`src/rtl/mem_bus_master.sv`:
```
// rtl/mem_bus_master.sv - single-outstanding AXI4-Lite master for MMU physical requests
// One request at a time: latch, run AR/R or AW+W/B, then pulse response_enable.

module mem_bus_master (
  input  logic        clk,
  input  logic        rstn,
  input  logic        request_enable,
  input  logic        req_mode,
  input  logic [31:0] req_addr,
  input  logic [31:0] req_wdata,
  input  logic [3:0]  req_wstrb,
  output logic        response_enable,
  output logic [31:0] resp_data,
  output logic        bus_error,
  output logic        busy,
  output logic [31:0] m_axi_araddr,
  output logic [2:0]  m_axi_arprot,
  output logic        m_axi_arvalid,
  input  logic        m_axi_arready,
  input  logic [31:0] m_axi_rdata,
  input  logic [1:0]  m_axi_rresp,
  input  logic        m_axi_rvalid,
  output logic        m_axi_rready,
  output logic [31:0] m_axi_awaddr,
  output logic [2:0]  m_axi_awprot,
  output logic        m_axi_awvalid,
  input  logic        m_axi_awready,
  output logic [31:0] m_axi_wdata,
  output logic [3:0]  m_axi_wstrb,
  output logic        m_axi_wvalid,
  input  logic        m_axi_wready,
  input  logic [1:0]  m_axi_bresp,
  input  logic        m_axi_bvalid,
  output logic        m_axi_bready
);

  typedef enum logic [2:0] {
    IDLE       = 3'd0,
    RADDR      = 3'd1,
    RDATA      = 3'd2,
    WADDR_DATA = 3'd3,
    WRESP      = 3'd4,
    DONE       = 3'd5
  } state_t;

  state_t      state_q, state_d;
  logic [31:0] addr_q, addr_d;
  logic [31:0] wdata_q, wdata_d;
  logic [3:0]  wstrb_q, wstrb_d;
  logic        mode_q, mode_d;
  logic        arvalid_q, arvalid_d;
  logic        rready_q, rready_d;
  logic        awvalid_q, awvalid_d;
  logic        wvalid_q, wvalid_d;
  logic        bready_q, bready_d;
  logic        aw_done_q, aw_done_d;
  logic        w_done_q, w_done_d;
  logic        resp_en_q, resp_en_d;
  logic [31:0] resp_data_q, resp_data_d;
  logic        bus_error_q, bus_error_d;
  logic        complete;
  logic        aw_hs;
  logic        w_hs;

  always_comb begin
    state_d     = state_q;
    addr_d      = addr_q;
    wdata_d     = wdata_q;
    wstrb_d     = wstrb_q;
    mode_d      = mode_q;
    arvalid_d   = arvalid_q;
    rready_d    = rready_q;
    awvalid_d   = awvalid_q;
    wvalid_d    = wvalid_q;
    bready_d    = bready_q;
    aw_done_d   = aw_done_q;
    w_done_d    = w_done_q;
    resp_en_d   = 1'b0;
    resp_data_d = resp_data_q;
    bus_error_d = bus_error_q;
    complete    = 1'b0;
    aw_hs       = awvalid_q & m_axi_awready;
    w_hs        = wvalid_q & m_axi_wready;

    case (state_q)
      IDLE: begin
        if (request_enable) begin
          addr_d  = req_addr;
          wdata_d = req_wdata;
          wstrb_d = req_wstrb;
          mode_d  = req_mode;
          if (req_mode) begin
            state_d   = WADDR_DATA;
            awvalid_d = 1'b1;
            wvalid_d  = 1'b1;
            aw_done_d = 1'b0;
            w_done_d  = 1'b0;
          end else begin
            state_d   = RADDR;
            arvalid_d = 1'b1;
          end
        end
      end
      RADDR: begin
        if (arvalid_q && m_axi_arready) begin
          arvalid_d = 1'b0;
          rready_d  = 1'b1;
          state_d   = RDATA;
        end
      end
      RDATA: begin
        if (m_axi_rvalid) begin
          rready_d = 1'b0;
          complete = 1'b1;
        end
      end
      WADDR_DATA: begin
        // AW and W retire independently; B is only accepted once both have gone.
        if (aw_hs) awvalid_d = 1'b0;
        if (w_hs)  wvalid_d  = 1'b0;
        aw_done_d = aw_done_q | aw_hs;
        w_done_d  = w_done_q | w_hs;
        if (aw_done_d && w_done_d) begin
          state_d  = WRESP;
          bready_d = 1'b1;
        end
      end
      WRESP: begin
        if (m_axi_bvalid) begin
          bready_d = 1'b0;
          complete = 1'b1;
        end
      end
      DONE: begin
        state_d = IDLE;
      end
      default: begin
        state_d = IDLE;
      end
    endcase

    if (complete) begin
      state_d     = DONE;
      resp_en_d   = 1'b1;
      resp_data_d = mode_q ? 32'd0 : m_axi_rdata;
      bus_error_d = mode_q ? (m_axi_bresp != 2'b00) : (m_axi_rresp != 2'b00);
    end
  end

  always_ff @(posedge clk or negedge rstn) begin
    if (!rstn) begin
      state_q     <= IDLE;
      addr_q      <= '0;
      wdata_q     <= '0;
      wstrb_q     <= '0;
      mode_q      <= 1'b0;
      arvalid_q   <= 1'b0;
      rready_q    <= 1'b0;
      awvalid_q   <= 1'b0;
      wvalid_q    <= 1'b0;
      bready_q    <= 1'b0;
      aw_done_q   <= 1'b0;
      w_done_q    <= 1'b0;
      resp_en_q   <= 1'b0;
      resp_data_q <= '0;
      bus_error_q <= 1'b0;
    end else begin
      state_q     <= state_d;
      addr_q      <= addr_d;
      wdata_q     <= wdata_d;
      wstrb_q     <= wstrb_d;
      mode_q      <= mode_d;
      arvalid_q   <= arvalid_d;
      rready_q    <= rready_d;
      awvalid_q   <= awvalid_d;
      wvalid_q    <= wvalid_d;
      bready_q    <= bready_d;
      aw_done_q   <= aw_done_d;
      w_done_q    <= w_done_d;
      resp_en_q   <= resp_en_d;
      resp_data_q <= resp_data_d;
      bus_error_q <= bus_error_d;
    end
  end

  assign busy            = (state_q != IDLE);
  assign response_enable = resp_en_q;
  assign resp_data       = resp_data_q;
  assign bus_error       = bus_error_q;
  assign m_axi_araddr    = addr_q;
  assign m_axi_arprot    = 3'b000;
  assign m_axi_arvalid   = arvalid_q;
  assign m_axi_rready    = rready_q;
  assign m_axi_awaddr    = addr_q;
  assign m_axi_awprot    = 3'b000;
  assign m_axi_awvalid   = awvalid_q;
  assign m_axi_wdata     = wdata_q;
  assign m_axi_wstrb     = wstrb_q;
  assign m_axi_wvalid    = wvalid_q;
  assign m_axi_bready    = bready_q;

endmodule

```
`config.mk`:
```
export PLATFORM = sky130hd
export DESIGN_NAME = mem_bus_master
export DESIGN_NICKNAME = d
export VERILOG_FILES = /design/src/rtl/mem_bus_master.sv
export SDC_FILE = /design/constraint.sdc
export NUM_CORES = 1
export LEC_CHECK = 0
export CAP_MARGIN = 20
export CORE_MARGIN = 2
export CORE_UTILIZATION = 25
export CTS_CLUSTER_DIAMETER = 120
export DETAILED_ROUTE_END_ITERATION = 10
export DONT_BUFFER_PORTS = 1
export PLACE_DENSITY = 0.44
export SLEW_MARGIN = 20
export SYNTH_ARGS = -nofsm -noshare
export SYNTH_HDL_FRONTEND = slang
export SYNTH_SLANG_ARGS = --single-unit
```
`constraint.sdc`:
```
create_clock -name clk -period 4.1 [get_ports clk]
set_input_delay 0.82 -clock clk [delete_from_list [all_inputs] [get_ports clk]]
set_output_delay 0.82 -clock clk [all_outputs]
set_load 0.005 [all_outputs]
```
==> results.toml, run 1 <==
[logic_synthesis]
synth.distinct_cells = 30
synth_area_leader_cell = "dfrtp_1"
syn_area_sq_um = 4763
yosysWarnings = 0
yosysSeqAreaShare_pct = 59.36
yosysTopAreaCellShare_pct = 59.36
syn_inst = 395
synth-seq-cells = 113
avgSynthCellArea_sq_um = 12.06
synth.area.top_cells = "dfrtp_1 (59%), mux2_2 (16%), buf_4 (6.0%), nand2_1 (5.8%), o21ai_0 (3.8%)"

[finish]
drive_gt1_share_pct = 27.81
layout.nets = 476
syn2layout_area_growth_pct = 10.98
layout_common_cells = "dfrtp_1 (113), nand2_1 (74), mux2_2 (68)"
stdcell_count = 608
layout_commonest_cell = "dfrtp_1"
final_area_sq_um = 5286
diodes = 0

[place]
place_ws_ps = 1489
hpwl_mm = 7.094
io_buffers = 0
place.gp.congestion = 0.6893
placed_cells = 578
placed_cell_area_sq_um = 4677

[pwr]
seq_power_share_pct = 46.9
clkPwrFrac_pct = 32.2
irDropWorstVdd_mv = 0.2711
power_frac_comb_pct = 20.9
p_per_area_nw_per_um2 = 877.1
leakage_uw = 0.002321
sw_frac_of_total_pct = 31.20
power.switching_uw = 1447
intPower_uw = 3190
total_power_uw = 4637

[sta]
drv_slew = 0
period_minus_slack_ps = 2329
clock_skew_ps = 5.793
finalCritPeriodShare_pct = 56.81
tightestPinTransition_ps = 1030
clock.fmax_mhz = 429.3
rsz0062_at_grt = "false"
hold_viol = 0
tns_ps = 0
worst_slack_ps = 1771
setup_viol = 0
relSlewSlack_pct = 31.13

[outcome]
outcome = "complete, no violations"

[detailed_routing]
wl_per_cell_um = 16.65
antenna_left = 0
drt_wl_total_mm = 10.12
drc = 0
drtPass1Iterations = 4
vias_per_cell = 4.424
vias = 2690
first_iter_violations = 55

[global_routing]
antenna_found_initial = 0
grt_start_max_net_pins = 114
grt.total_usage_pct = 10.34
grt_pass1_wl_mm = 15.45
overflow = 0
grt_pass1_vias = 2822

[critical_path]
worst_setup_path_end_kind = "register"
ff2ff_path_depth = 3
cp_max_fo = 54
r2r_start = "state_q[0]$_DFFE_PN0P_"
critPathLaunchType = "register"
r2r_setup_slack_ps = 1770
cp.required_ps = 4390
critPathArrivalTime_ps = 2620
rr_endpoint = "m_axi_araddr[25]$_DFFE_PN0P_"
worst-setup-path-type = "reg2reg"

[clock_network]
hold_buffers = 0
htree_levels = 4
cts_tree = "yes"
clockBufferDepth = 2
insertion_delay_ps = 400
cts_resized = 0
clock_sinks = 113
clk_pin_slew_ps = 50
postCtsSetupRepairBufs = 0
root_buffer = "clkbuf_16"
cts_buffers = 17

[die]
die_h_um = 142.0
rows = 50
dieArea_sq_um = 20170
initial_core_util_pct = 25.46
io_pins = 259
core_sq_um = 18710
fp.dieW_um = 142.0

[run]
maxCapViolations = 0

[hold_path]
min-delay-path-class = "in2async"
==> kinds of logic after synthesis <==
group                  share of synthesized area [%]
muxes                                          16.08
other                                        0.07873
buffers and inverters                          9.194
DFF                                            59.36
AOI/OAI and AO/OA                              5.989
and+or+nand+nor                                9.299
==> metrics by stage <==
stage               util [%]  hold slack, ps
finish                 28.26           110.5
global route           28.26           76.03
CTS                    28.26           75.81
detailed placement     25.00           470.9
global placement       25.00           460.0
floorplan                  -           450.3
==> worst max-delay path: stages, from the launching register on <==
cell	delay, ps
dfrtp_1	530
nor3_4	910
buf_12	370
mux2_2	380
==> cells in the mapped netlist <==
cell	number
mux2_2	68
buf_2	5
o21ai_0	36
nand3_1	2
inv_1	2
or3b_2	1
a31oi_1	3
a21oi_1	7
dfrtp_1	113
nand2b_1	1
o22ai_1	1
clkbuf_1	7
nand3b_1	2
buf_6	8
a211oi_1	1
nor2_1	10
conb_1	1
nand2_1	74
clkinv_1	1
or4bb_1	1
and2b_1	1
nand2_4	1
buf_4	38
o21bai_1	1
o31ai_1	1
and4_1	1
a21o_1	3
or3_1	3
nand2b_4	1
nor3_4	1
==> sequential cells by signal, indices dropped and copies added (netlist names) <==
signal,flops
aw_done_q,1
w_done_q,1
resp_data,32
m_axi_wdata,32
m_axi_wvalid,1
m_axi_arvalid,1
mode_q,1
m_axi_wstrb,4
m_axi_bready,1
m_axi_awvalid,1
m_axi_araddr,32
state_q,3
bus_error,1
m_axi_rready,1
response_enable,1
==> routing by layer <==
metal / vias up / GRT usage, % / wire (um) / share of wire, %
li1: 1222 / - / - / -
met3: 6 / 6.729 / 1346 / 13
met4: 0 / 4.421 / 107 / 1.1
met2: 173 / 17.24 / 5119 / 51
met1: 1289 / 10.11 / 3550 / 35
met5: - / 0 / 0 / 0
==> power groups by stage <==
stage          Combinational [uW]  Clock [uW]  Sequential [uW]
2_1_floorplan                1170           0             1990
3_3_place_gp                  944           0             2210
5_1_grt                      1110        1610             2270
4_1_cts                      1000        1550             2200
3_5_place_dp                 1010           0             2210
6_report                      970        1490             2180
==> area by class of cell <==
type | count | area [sq um]
Multi-Input combinational cell | 226 | 1518
Clock inverter | 4 | 70.07
Tap cell | 234 | 292.8
Sequential cell | 113 | 2828
Clock buffer | 26 | 539.3
Inverter | 3 | 11.26
Timing Repair Buffer | 2 | 27.53
Fill cell | 1897 | 13420
==> how the worst max path moves through the flow <==
| stage | startpoint | end | slack, ps | cells after the start |
|---|---|---|---|---|
| finish | state_q[0]$_DFFE_PN0P_ | m_axi_araddr[25]$_DFFE_PN0P_ | 1770 | 3 |
| global route | state_q[0]$_DFFE_PN0P_ | m_axi_araddr[9]$_DFFE_PN0P_ | 1630 | 3 |
| CTS | state_q[0]$_DFFE_PN0P_ | m_axi_araddr[25]$_DFFE_PN0P_ | 1710 | 3 |
| detailed placement | request_enable | m_axi_araddr[25]$_DFFE_PN0P_ | 1490 | 4 |
| global placement | request_enable | m_axi_araddr[21]$_DFFE_PN0P_ | 1550 | 4 |
| floorplan | request_enable | m_axi_araddr[16]$_DFFE_PN0P_ | 2210 | 4 |
(Power assumes the default switching activity.)
==> inputs of run 2 (changes only) <==
--- a/config.mk
+++ b/config.mk
@@ -11,7 +11,7 @@
 export CTS_CLUSTER_DIAMETER = 120
 export DETAILED_ROUTE_END_ITERATION = 10
 export DONT_BUFFER_PORTS = 1
-export PLACE_DENSITY = 0.44
+export PLACE_DENSITY = 0.46
 export SLEW_MARGIN = 20
 export SYNTH_ARGS = -nofsm -noshare
 export SYNTH_HDL_FRONTEND = slang
==> constraint.sdc (replaced) <==
create_clock -name clk -period 2 [get_ports clk]
set_input_delay 0.4 -clock clk [delete_from_list [all_inputs] [get_ports clk]]
set_output_delay 0.4 -clock clk [all_outputs]
set_load 0.005 [all_outputs]
==> results.toml, run 2 (synthesized netlist as in run 1, its figures left out) <==
[sta]
rsz0062_at_grt = "false"
period_minus_slack_ps = 1770
finalCritPeriodShare_pct = 88.52
drv_slew = 0
hold_viol = 113
tns_ps = 0
clock.fmax_mhz = 564.8
setup_viol = 0
hold_ws_ps = -309.7
clock_skew_ps = 6.507

[critical_path]
r2r_setup_slack_ps = 300
critPathArrivalTime_ps = 1370
rr_endpoint = "m_axi_wdata[16]$_DFFE_PN0P_"
worst-path-buf-inv = 0
crit_family = "flip-flops"
r2r_start = "state_q[2]$_DFFE_PN0P_"
worst_setup_path_end_kind = "output pin"
crit_chain = "or3_1"
cp.required_ps = 1600
slowest_stage = "dfrtp_1"
critPathMaxStageDelay_ps = 520
ff2ff_path_depth = 4
worst-setup-path-type = "reg2out"
critPathLaunchType = "register"
cp_max_fo = 13

[global_routing]
antenna_found_initial = 0
grt.total_usage_pct = 9.968
overflow = 0
grt_pass1_wl_mm = 15.15
grt_pass1_vias = 2848
grt_start_max_net_pins = 114

[finish]
layout.nets = 478
layout_commonest_cell = "dfrtp_1"
syn2layout_area_growth_pct = 10.61
ff_latch_area_sq_um = 2828
n_fill_cell = 1903
multi_input_area_sq_um = 1518
diodes = 0
drive_gt1_share_pct = 28.04
final_area_sq_um = 5269
layout_common_cells = "dfrtp_1 (113), nand2_1 (74), mux2_2 (68)"

[clock_network]
insertion_delay_ps = 400
htree_levels = 4
postCtsSetupRepairBufs = 0
cts_tree = "yes"
clock_sinks = 113
cts_buffers = 17
clk_pin_slew_ps = 60
root_buffer = "clkbuf_16"
clockBufferDepth = 2

[detailed_routing]
antenna_left = 0
wl_per_cell_um = 16.58
first_iter_violations = 97
drc = 0
drt_wl_total_mm = 10.14
drtPass1Iterations = 4
vias_per_cell = 4.438
vias = 2716

[place]
place.gp.congestion = 0.7487
io_buffers = 0
hpwl_mm = 7.026
placed_cell_area_sq_um = 4705

[outcome]
violations = "negative hold slack"
outcome = "complete, but fails checks"

[die]
initial_core_util_pct = 25.46
dieArea_sq_um = 20170
core_sq_um = 18710
rows = 50
io_pins = 259
die_h_um = 142.0
fp.dieW_um = 142.0

[run]
maxCapViolations = 0

[pwr]
irDropWorstVdd_mv = 0.7009
total_power_uw = 9393
p_per_area_nw_per_um2 = 1783
leakage_uw = 0.002309

[hold_path]
min-delay-path-class = "in2async"
-- run 2: changes by cell type in the layout (fill, tap and decap cells not counted), sizes merged --
cell      previous run  this run
buf                  2         4
clkinv               3         8
clkbuf              26        21
clkinvlp             0         2
-- run 2: stage by stage --
stage	setup WS, ps	utilization, %	hold slack (ps)	instances
global placement	326.7	25.15	107.6	580
detailed placement	292.6	25.15	107.0	580
finish	229.6	28.17	-309.7	612
floorplan	366.6	-	104.4	400
global route	147.1	28.17	-345.7	612
CTS	207.0	28.17	-334.4	612
-- run 2: worst max-delay path by stage --
stage / endpoint / start / cells past startpoint / slack (ps)
4_1_cts: busy / state_q[0]$_DFFE_PN0P_ / 1 / 210
3_5_place_dp: m_axi_wdata[16]$_DFFE_PN0P_ / state_q[2]$_DFFE_PN0P_ / 4 / 290
5_1_grt: busy / state_q[0]$_DFFE_PN0P_ / 1 / 150
3_3_place_gp: m_axi_wdata[7]$_DFFE_PN0P_ / state_q[2]$_DFFE_PN0P_ / 4 / 330
6_report: busy / state_q[0]$_DFFE_PN0P_ / 1 / 230
2_1_floorplan: m_axi_araddr[16]$_DFFE_PN0P_ / state_q[2]$_DFFE_PN0P_ / 5 / 370
-- run 2: metal layers --
metal / GRT usage (%) / vias to the layer above / part of all wire (%)
li1: - / 1227 / -
met1: 9.596 / 1285 / 36
met2: 17.09 / 192 / 49
met3: 5.956 / 12 / 13
met4: 4.526 / 0 / 1.4
met5: 0 / - / 0
-- run 2: timing repair --
action                     CTS  global route
hold endpoints to repair   113           113
setup endpoints to repair    0             0
resized for setup            0             0
-- run 2: area by class of cell --
| type | instances | area share (%) |
|---|---|---|
| repair buffers | 4 | 1.045 |
| well taps | 234 | 5.557 |
| clock inverters | 11 | 2.161 |
| multi-input cells | 226 | 28.81 |
| inverters | 3 | 0.2137 |
| clock buffers | 21 | 8.549 |
| flip-flops and latches | 113 | 53.67 |
-- run 2: power by group --
group	total (uW)	switching [uW]	internal, uW
Clock	2870	1020	1850
Combinational	2040	929	1110
Sequential	4480	1100	3380
Total	9390	3050	6340
==> variant: new RTL, config.mk and constraints of run 2 <==
Re-encode `state_t` (6 states) as one-hot, 6 bits wide.
--- a/src/rtl/mem_bus_master.sv
+++ b/src/rtl/mem_bus_master.sv
@@ -35,11 +35,11 @@
 );
 
-  typedef enum logic [2:0] {
-    IDLE       = 3'd0,
-    RADDR      = 3'd1,
-    RDATA      = 3'd2,
-    WADDR_DATA = 3'd3,
-    WRESP      = 3'd4,
-    DONE       = 3'd5
+  typedef enum logic [5:0] {
+    IDLE       = 6'b000001,
+    RADDR      = 6'b000010,
+    RDATA      = 6'b000100,
+    WADDR_DATA = 6'b001000,
+    WRESP      = 6'b010000,
+    DONE       = 6'b100000
   } state_t;
 
Function: same outputs for any inputs over 10 cycles, from zero or initial values and one cycle with rstn low; not proved beyond that.
==> variant against run 2 <==
The flow still finishes with violations (hold timing); hold slack lost 1.3 ps; setup slack lost 77 ps; register-to-register slack lost 110 ps; area after synthesis grew 3.0%; global-route usage grew 0.72 points; sequential cell count grew 3; count of clock-buffer cells in the layout grew 2; critical path depth grew 1; cell count grew 28%; sequential share of layout area shrank 1.1 points; critical path type unchanged; power grew 0.74%; largest cell class unchanged; design area grew 4.8%; wire length grew 12%.
==> variant: results (changes against run 2) <==
Detailed routing
  • Via-per-instance ratio: 4.25 (was 4.44)
  • Iter 0 DRT Violations: 102 (was 97)
  • Overall routed net length: 11,300 um (was 10,100 um)

Clocking
  • H-tree levels: 4 (unchanged)
  • Number of setup buffers added after CTS: 0 (unchanged)

Synth
  • Synthesized-area fraction occupied by ao, oa, aoi and oai cells: 5.84% (was 5.99%)
  • Share of the synthesized netlist area taken by xor and xnor gates: 0.178% (was 0%)
  • Part of the Yosys area used for sequential elements: 59.2% (was 59.4%)
  • Dominant cell by count in the synthesized netlist: sky130_fd_sc_hd__nand2_1 (was sky130_fd_sc_hd__dfrtp_1)
  • Main area contributors after synthesis: sky130_fd_sc_hd__dfrtp_1 59%, sky130_fd_sc_hd__nand2_1 19%, sky130_fd_sc_hd__buf_4 5.8% (was sky130_fd_sc_hd__dfrtp_1 59%, sky130_fd_sc_hd__mux2_2 16%, sky130_fd_sc_hd__buf_4 6.0%)
  • Multiplexer share of the synthesized area: 0.204% (was 16.1%)
  • Number of library cell types mapped by synthesis: 34 (was 30)
  • Most frequent cells after synthesis: 251 x sky130_fd_sc_hd__nand2_1, 115 x sky130_fd_sc_hd__dfrtp_1, 38 x sky130_fd_sc_hd__buf_4 (was 113 x sky130_fd_sc_hd__dfrtp_1, 74 x sky130_fd_sc_hd__nand2_1, 68 x sky130_fd_sc_hd__mux2_2)

STA
  • Final number of hold-violating endpoints: 116 (was 113)
  • Post-route clock skew: 7.85 ps (was 6.51 ps)
  • Final-layout worst hold slack: -311 ps (was -310 ps)
  • Final sum of negative setup slack: 0 ps (unchanged)

Worst setup path
  • Reg-to-reg setup timing slack: 190 ps (was 300 ps)
  • Arrival time worst endpoint: 1450 ps (was 1370 ps)
  • Worst Path Class, Setup: reg -> out (unchanged)
  • FF-to-FF End: state_q[4]$_DFFE_PN0P_ (was m_axi_wdata[16]$_DFFE_PN0P_)
  • Largest driver fanout on the critical path: 6 (was 13)

Outcome
  • Violated checks: hold timing (unchanged)
  • Outcome: finished with violations (unchanged)

Final layout
  • Number of fill cells in the layout: 2,062 (was 1,903)
  • Layout cell share with drive strength beyond 1: 7.56% (was 28.0%)
  • # nets final: 616 (was 478)

GRT
  • Global-route wire length before repair: 16,800 um (was 15,200 um)
  • GRT Total Usage: 10.7% (was 9.97%)
  • Vias in the first global route: 3,272 (was 2,848)
  • Pin count of the biggest net entering global routing: 117 (was 114)

Place
  • Global placement routability congestion: 0.689 (was 0.749)
  • Total of buffers placed on input and output ports: 0 (unchanged)
  • Post-DP HPWL: 7670 um (was 7030 um)

Pwr
  • VDD IR-drop max: 0.569 mV (was 0.701 mV)
  • Static leakage power: 0.00275 uW (was 0.00231 uW)
==> variant: cell families (layout without fill, tap and decap cells) <==
family,Yosys count,after routing
buffers and inverters,68,40
DFF,116,116
muxes,1,1
other,1,6
and+or+nand+nor,302,302
xor gates and xnor gates,1,1
AOI/OAI and AO/OA,50,50
==> variant: power by group <==
group	internal (uW)	switching [uW]	leakage (uW)	total [uW]
Sequential	3410	1040	0.00145	4450
Combinational	801	1230	0.00102	2030
Clock	1920	1060	0.000279	2980
Total	6130	3330	0.00275	9460
==> variant: critical path, cell delays in order, from the launching register on <==
cell                       delay, ps
sky130_fd_sc_hd__dfrtp_1         450
sky130_fd_sc_hd__nor4_4          410
sky130_fd_sc_hd__nand3b_1        180
==> variant: layer usage <==
layer	part of all wire, %	up-vias	wire length, um	GRT usage [%]
met5	0	-	0	0
met4	1.7	0	197	5.26
met3	9.7	15	1100	5.36
met2	50	165	5640	17.5
met1	39	1555	4390	11.4
li1	-	1581	-	-
==> variant: area by class of cell <==
class	count	area (um^2)	share of cell area, %
Sequential cell	116	2900	52.6
Multi-Input combinational cell	360	1630	29.4
Clock buffer	23	478	8.65
Tap cell	265	332	6.00
Clock inverter	9	103	1.86
Timing Repair Buffer	4	67.6	1.22
Inverter	4	15.0	0.272
==> variant: metrics by stage <==
step	instance area, um^2	cells	worst slack, ps	power (uW)	hold WS [ps]
2_1_floorplan	4930	544	320	6260	104
3_3_place_gp	4940	749	240	6480	107
3_5_place_dp	4940	749	223	6610	107
4_1_cts	5520	781	126	9660	-338
5_1_grt	5520	781	65.5	10200	-345
6_report	5520	781	153	9460	-311
